`src/rtl/multicycle_ctrl.sv`:
```
// Multicycle processor control FSM: fetch/decode/execute/memory/write-back
// sequencing with sticky HALT/TRAP states and a retired-instruction counter.
module multicycle_ctrl #(
    parameter int CNT_W = 32
) (
    input  logic             clk,
    input  logic             rst_n,
    input  logic [6:0]       opcode,
    input  logic             mem_ready,
    input  logic             branch_taken,
    output logic             ir_write,
    output logic             pc_write,
    output logic             pc_src,
    output logic             mem_req,
    output logic             mem_we,
    output logic             reg_write,
    output logic [2:0]       state,
    output logic             halted,
    output logic             trap,
    output logic [CNT_W-1:0] retired
);

    // state  | meaning
    // IDLE   | one cycle after reset release
    // FETCH  | instruction read, waits on mem_ready
    // DECODE | latch opcode, classify
    // EXEC   | branch resolves here, others move on
    // MEM    | load/store access, waits on mem_ready
    // WB     | register write-back and PC update
    // HALT   | sticky stop on SYSTEM opcode
    // TRAP   | sticky stop on illegal opcode
    typedef enum logic [2:0] {
        S_IDLE   = 3'd0,
        S_FETCH  = 3'd1,
        S_DECODE = 3'd2,
        S_EXEC   = 3'd3,
        S_MEM    = 3'd4,
        S_WB     = 3'd5,
        S_HALT   = 3'd6,
        S_TRAP   = 3'd7
    } state_t;

    localparam logic [6:0] OP_R     = 7'b0110011;
    localparam logic [6:0] OP_I     = 7'b0010011;
    localparam logic [6:0] OP_LOAD  = 7'b0000011;
    localparam logic [6:0] OP_STORE = 7'b0100011;
    localparam logic [6:0] OP_BR    = 7'b1100011;
    localparam logic [6:0] OP_JAL   = 7'b1101111;
    localparam logic [6:0] OP_JALR  = 7'b1100111;
    localparam logic [6:0] OP_LUI   = 7'b0110111;
    localparam logic [6:0] OP_AUIPC = 7'b0010111;
    localparam logic [6:0] OP_SYS   = 7'b1110011;

    localparam logic [CNT_W-1:0] CNT_ONE = {{(CNT_W-1){1'b0}}, 1'b1};

    state_t     cur;
    logic [6:0] op_q;

    function automatic logic is_legal(input logic [6:0] op);
        case (op)
            OP_R, OP_I, OP_LOAD, OP_STORE, OP_BR,
            OP_JAL, OP_JALR, OP_LUI, OP_AUIPC: is_legal = 1'b1;
            default:                           is_legal = 1'b0;
        endcase
    endfunction

    always_ff @(posedge clk or negedge rst_n) begin
        if (!rst_n) begin
            cur     <= S_IDLE;
            op_q    <= 7'd0;
            retired <= '0;
        end else begin
            if (pc_write)
                retired <= retired + CNT_ONE;
            case (cur)
                S_IDLE:   cur <= S_FETCH;
                S_FETCH:  if (mem_ready) cur <= S_DECODE;
                S_DECODE: begin
                    op_q <= opcode;
                    if (opcode == OP_SYS)
                        cur <= S_HALT;
                    else if (!is_legal(opcode))
                        cur <= S_TRAP;
                    else
                        cur <= S_EXEC;
                end
                S_EXEC: begin
                    if (op_q == OP_BR)
                        cur <= S_FETCH;
                    else if (op_q == OP_LOAD || op_q == OP_STORE)
                        cur <= S_MEM;
                    else
                        cur <= S_WB;
                end
                S_MEM: begin
                    if (mem_ready)
                        cur <= (op_q == OP_LOAD) ? S_WB : S_FETCH;
                end
                S_WB:     cur <= S_FETCH;
                S_HALT:   cur <= S_HALT;
                S_TRAP:   cur <= S_TRAP;
                default:  cur <= S_IDLE;
            endcase
        end
    end

    // Strobes decode straight from state so an async reset drops them at once.
    always_comb begin
        ir_write  = 1'b0;
        pc_write  = 1'b0;
        pc_src    = 1'b0;
        mem_req   = 1'b0;
        mem_we    = 1'b0;
        reg_write = 1'b0;
        halted    = 1'b0;
        trap      = 1'b0;
        case (cur)
            S_FETCH: begin
                mem_req  = 1'b1;
                ir_write = mem_ready;
            end
            S_EXEC: begin
                if (op_q == OP_BR) begin
                    pc_write = 1'b1;
                    pc_src   = branch_taken;
                end
            end
            S_MEM: begin
                mem_req = 1'b1;
                mem_we  = (op_q == OP_STORE);
                if (op_q == OP_STORE && mem_ready)
                    pc_write = 1'b1;
            end
            S_WB: begin
                reg_write = 1'b1;
                pc_write  = 1'b1;
                pc_src    = (op_q == OP_JAL || op_q == OP_JALR);
            end
            S_HALT: halted = 1'b1;
            S_TRAP: begin
                halted = 1'b1;
                trap   = 1'b1;
            end
            default: ;
        endcase
    end

    assign state = cur;

endmodule

```
`config.mk`:
```
export PLATFORM = sky130hd
export DESIGN_NAME = multicycle_ctrl
export DESIGN_NICKNAME = d
export VERILOG_FILES = /design/src/rtl/multicycle_ctrl.sv
export SDC_FILE = /design/constraint.sdc
export NUM_CORES = 1
export LEC_CHECK = 0
export ABC_AREA = 1
export CAP_MARGIN = 20
export CORE_UTILIZATION = 40
export DETAILED_ROUTE_END_ITERATION = 16
export PLACE_DENSITY = 0.6
export REMOVE_ABC_BUFFERS = 1
export SLEW_MARGIN = 20
export SYNTH_ARGS = -nofsm -noshare
export SYNTH_HDL_FRONTEND = slang
export SYNTH_SLANG_ARGS = --single-unit
```
`constraint.sdc`:
```
create_clock -name clk -period 3.2 [get_ports clk]
set_input_delay 0.64 -clock clk [delete_from_list [all_inputs] [get_ports clk]]
set_output_delay 0.64 -clock clk [all_outputs]
set_load 0.05 [all_outputs]
```
==> out/qor.csv <==
stage,metric,value,unit
status,status,"complete, no violations",
final_layout,post-synthesis to final-layout area growth,25.6,%
final_layout,area of the multi-input gates,1580,um^2
grt,All-Layer GR Usage,22.0,%
setup_path,Critical Path Fanout Max,4,
setup_path,reg2reg path depth,9,
sta,fin. max-slew vios,0,
power_and_ir_drop,"IR drop worst, VDD",0.000139,V
setup_path,CP top delay family,buffers and inverters,
floorplan,Initial Utilization,41.8,%
grt,first-pass GRT wire length,12900,um
clock_network,worst skew pair latency,300,ps
logic_synthesis,"Seq/Total Area, Yosys",36.8,%
logic_synthesis,mean post-synth cell area,6.41,um^2
power_and_ir_drop,PD cells,257,nW/um^2
sta,"Hold Violations, Final",0,
setup_path,critical path cell sequence,clkdlybuf4s50_1 > inv_1 > nor2_1 > clkdlybuf4s50_1,
sta,final setup TNS,0,ps
final_layout,# diodes,0,
logic_synthesis,Synth area leader,dfrtp_1,
logic_synthesis,Most used DFF post-synth,dfrtp_1,
detailed_routing,Avg Vias per Cell,4.92,
clock_network,H-tree Lvls,2,
logic_synthesis,Mapped Area,2850,um^2
sta,fin crit period,2770,ps
final_layout,fillcell total,737,
sta,unrepaired setup endpoints after global routing,no,
logic_synthesis,Yosys cell types,22,
clock_network,Max clock buf depth,2,
sta,Fmax achieved,361,MHz
logic_synthesis,largest family of logic cells by synthesized area,simple AND/OR/NAND/NOR gates,
setup_path,WS Path Type,in2out,
floorplan,Ports,54,
logic_synthesis,share of the synthesized area in the top cell type,36.8,%
clock_network,post_cts resized,0,
sta,Tcrit/Tclk final,86.5,%
sta,fin worst setup slack,432,ps
setup_path,CP most frequent cell,clkdlybuf4s50_1,
logic_synthesis,mux cell area share after synthesis,0,%
final_layout,share of cells above drive strength 1,5.43,%
floorplan,Die X-Extent,86.5,um
setup_path,nature of the critical path endpoint,primary output,
logic_synthesis,Ys Warns,0,
setup_path,max incr delay on CP,800,ps
setup_path,CP bufs+invs,3,
grt,remaining global-route overflow,0,
floorplan,row cnt,30,
power_and_ir_drop,total power,0.922,mW
clock_network,CTS tree,built,
run,MaxCap Viol Count,0,
detailed_routing,Routed Antenna Nets,0,
final_layout,Layout Nets,508,
clock_network,"Hold-fix buffers, CTS",0,
sta,# setup viols final,0,
final_layout,Finished Cell Area,3580,um^2
placed_design,Detail Placement HPWL,5580,um
detailed_routing,DRT Wirelength,7540,um
final_layout,Seq. cell area,1050,um^2
detailed_routing,Initial DRT Pass Iterations,4,
logic_synthesis,asr flop ratio synth,100,%
sta,slew margin rel.,62.2,%
placed_design,Placer Congestion,0.872,
setup_path,Critical Path Start Type,primary input,
setup_path,RR Startpoint,op_q[2],
grt,initial antenna violation count,0,
placed_design,placed insts,585,
sta,Clock Skews,4.33,ps
floorplan,full die area,7470,um^2
final_layout,fin cells,593,
logic_synthesis,post-synthesis xor/xnor area fraction,4.61,%
placed_design,Area after DPL,3490,um^2
logic_synthesis,synth top area cells,"dfrtp_1 37%, nand2_1 25%, nor2_1 7.8%",
setup_path,Worst EP arrival,2130,ps
detailed_routing,initial DRC count,112,
grt,largest net degree at the start of global routing,43,
logic_synthesis,Simple-Gate Fraction of Synth Area,47.9,%
floorplan,Die Height,86.5,um
clock_network,post-CTS setup buffers,0,
clock_network,clock root cell,clkbuf_8,
logic_synthesis,Synth top cells by count,"191 x nand2_1, 59 x nor2_1, 42 x dfrtp_1",
detailed_routing,vias post-DR,2916,
logic_synthesis,top-count cell post-synth,nand2_1,
logic_synthesis,area fraction in compound gates after synthesis,2.24,%
floorplan,CORE AREA,6830,um^2
sta,worst-margin pin slew,564,ps
placed_design,PortBufs,53,
logic_synthesis,number of synthesized flops with an enable pin,0,
logic_synthesis,Post-Synth Adder-Cell Area,0.439,%
power_and_ir_drop,Static Leak,1.64,nW
logic_synthesis,"FF+latch count, synth",42,
placed_design,dpl ws,432,ps
grt,vias in the first global route,2746,
sta,Hold WS,319,ps
clock_network,clk slew on worst S/H paths,80,ps
clock_network,clock sink count,42,
setup_path,CP required,2560,ps
setup_path,terminus of the critical flop-to-flop path,retired[28],
logic_synthesis,Gate Count Post-Synth,445,
detailed_routing,number of remaining DRC errors,0,
detailed_routing,DR WL/cell,12.7,um
setup_path,Crit-path slowest cell,clkdlybuf4s50_1,
setup_path,r2r setup slk,1240,ps
clock_network,CTS Buf Count,5,
final_layout,final core utilization,52.5,%
min_path,worst hold path class,in2async,
[placed cells by master (no fill, tap or decap), drive strengths merged, types with 6 or more instances in the layout]
| cell | Yosys | routed |
|---|---|---|
| nand2 | 195 | 195 |
| nor2 | 61 | 61 |
| clkdlybuf4s50 | 0 | 49 |
| dfrtp | 42 | 42 |
| inv | 41 | 41 |
| nand4 | 35 | 35 |
| nand3 | 27 | 27 |
| o21ai | 10 | 10 |
| xor2 | 10 | 10 |
| buf | 4 | 8 |
| clkbuf | 9 | 6 |
[area by class of cell]
cell class	instances	area share (%)
inverter	41	4.29
clock buffer	6	2.30
tap	96	3.35
timing repair buffer	57	16.4
clock inverter	2	0.349
multi-input combinational	349	44.0
sequential	42	29.3
[how the worst max path moves through the flow]
stage                     startpoint       end  slack (ps)  cells after the start
after floorplan             state[0]    pc_src        -740                      4
after CTS                  mem_ready  ir_write         430                      4
after global routing       mem_ready  ir_write         370                      4
after detailed placement   mem_ready  ir_write         430                      4
after global placement     mem_ready  ir_write         430                      4
final                      mem_ready  ir_write         430                      4
[kinds of logic after synthesis]
logic type | Yosys count
adder cells (fa/ha/maj) | 1
XOR/XNOR | 15
AO/OA/AOI/OAI | 12
AND/OR/NAND/NOR | 321
flip-flops | 42
buffers and inverters | 54
[routing by layer]
| metal | up-vias | GRT usage, % | wire (um) |
|---|---|---|---|
| met5 | - | 0 | 0 |
| met4 | 0 | 5.15 | 88 |
| met3 | 8 | 3.05 | 244 |
| met2 | 49 | 39.3 | 3710 |
| met1 | 1348 | 28.2 | 3500 |
| li1 | 1511 | - | - |
[where the power goes]
group / internal, mW / switching, mW / total (mW)
clock network: 0.174 / 0.190 / 0.363
registers: 0.530 / 0 / 0.530
logic: 0.0120 / 0.0160 / 0.0280
[registers in the layout, indices dropped and copies added, names as in the netlist]
signal and cells:
op_q 7, retired 32, state 3
Note: power is estimated with default switching activity, not from simulation.
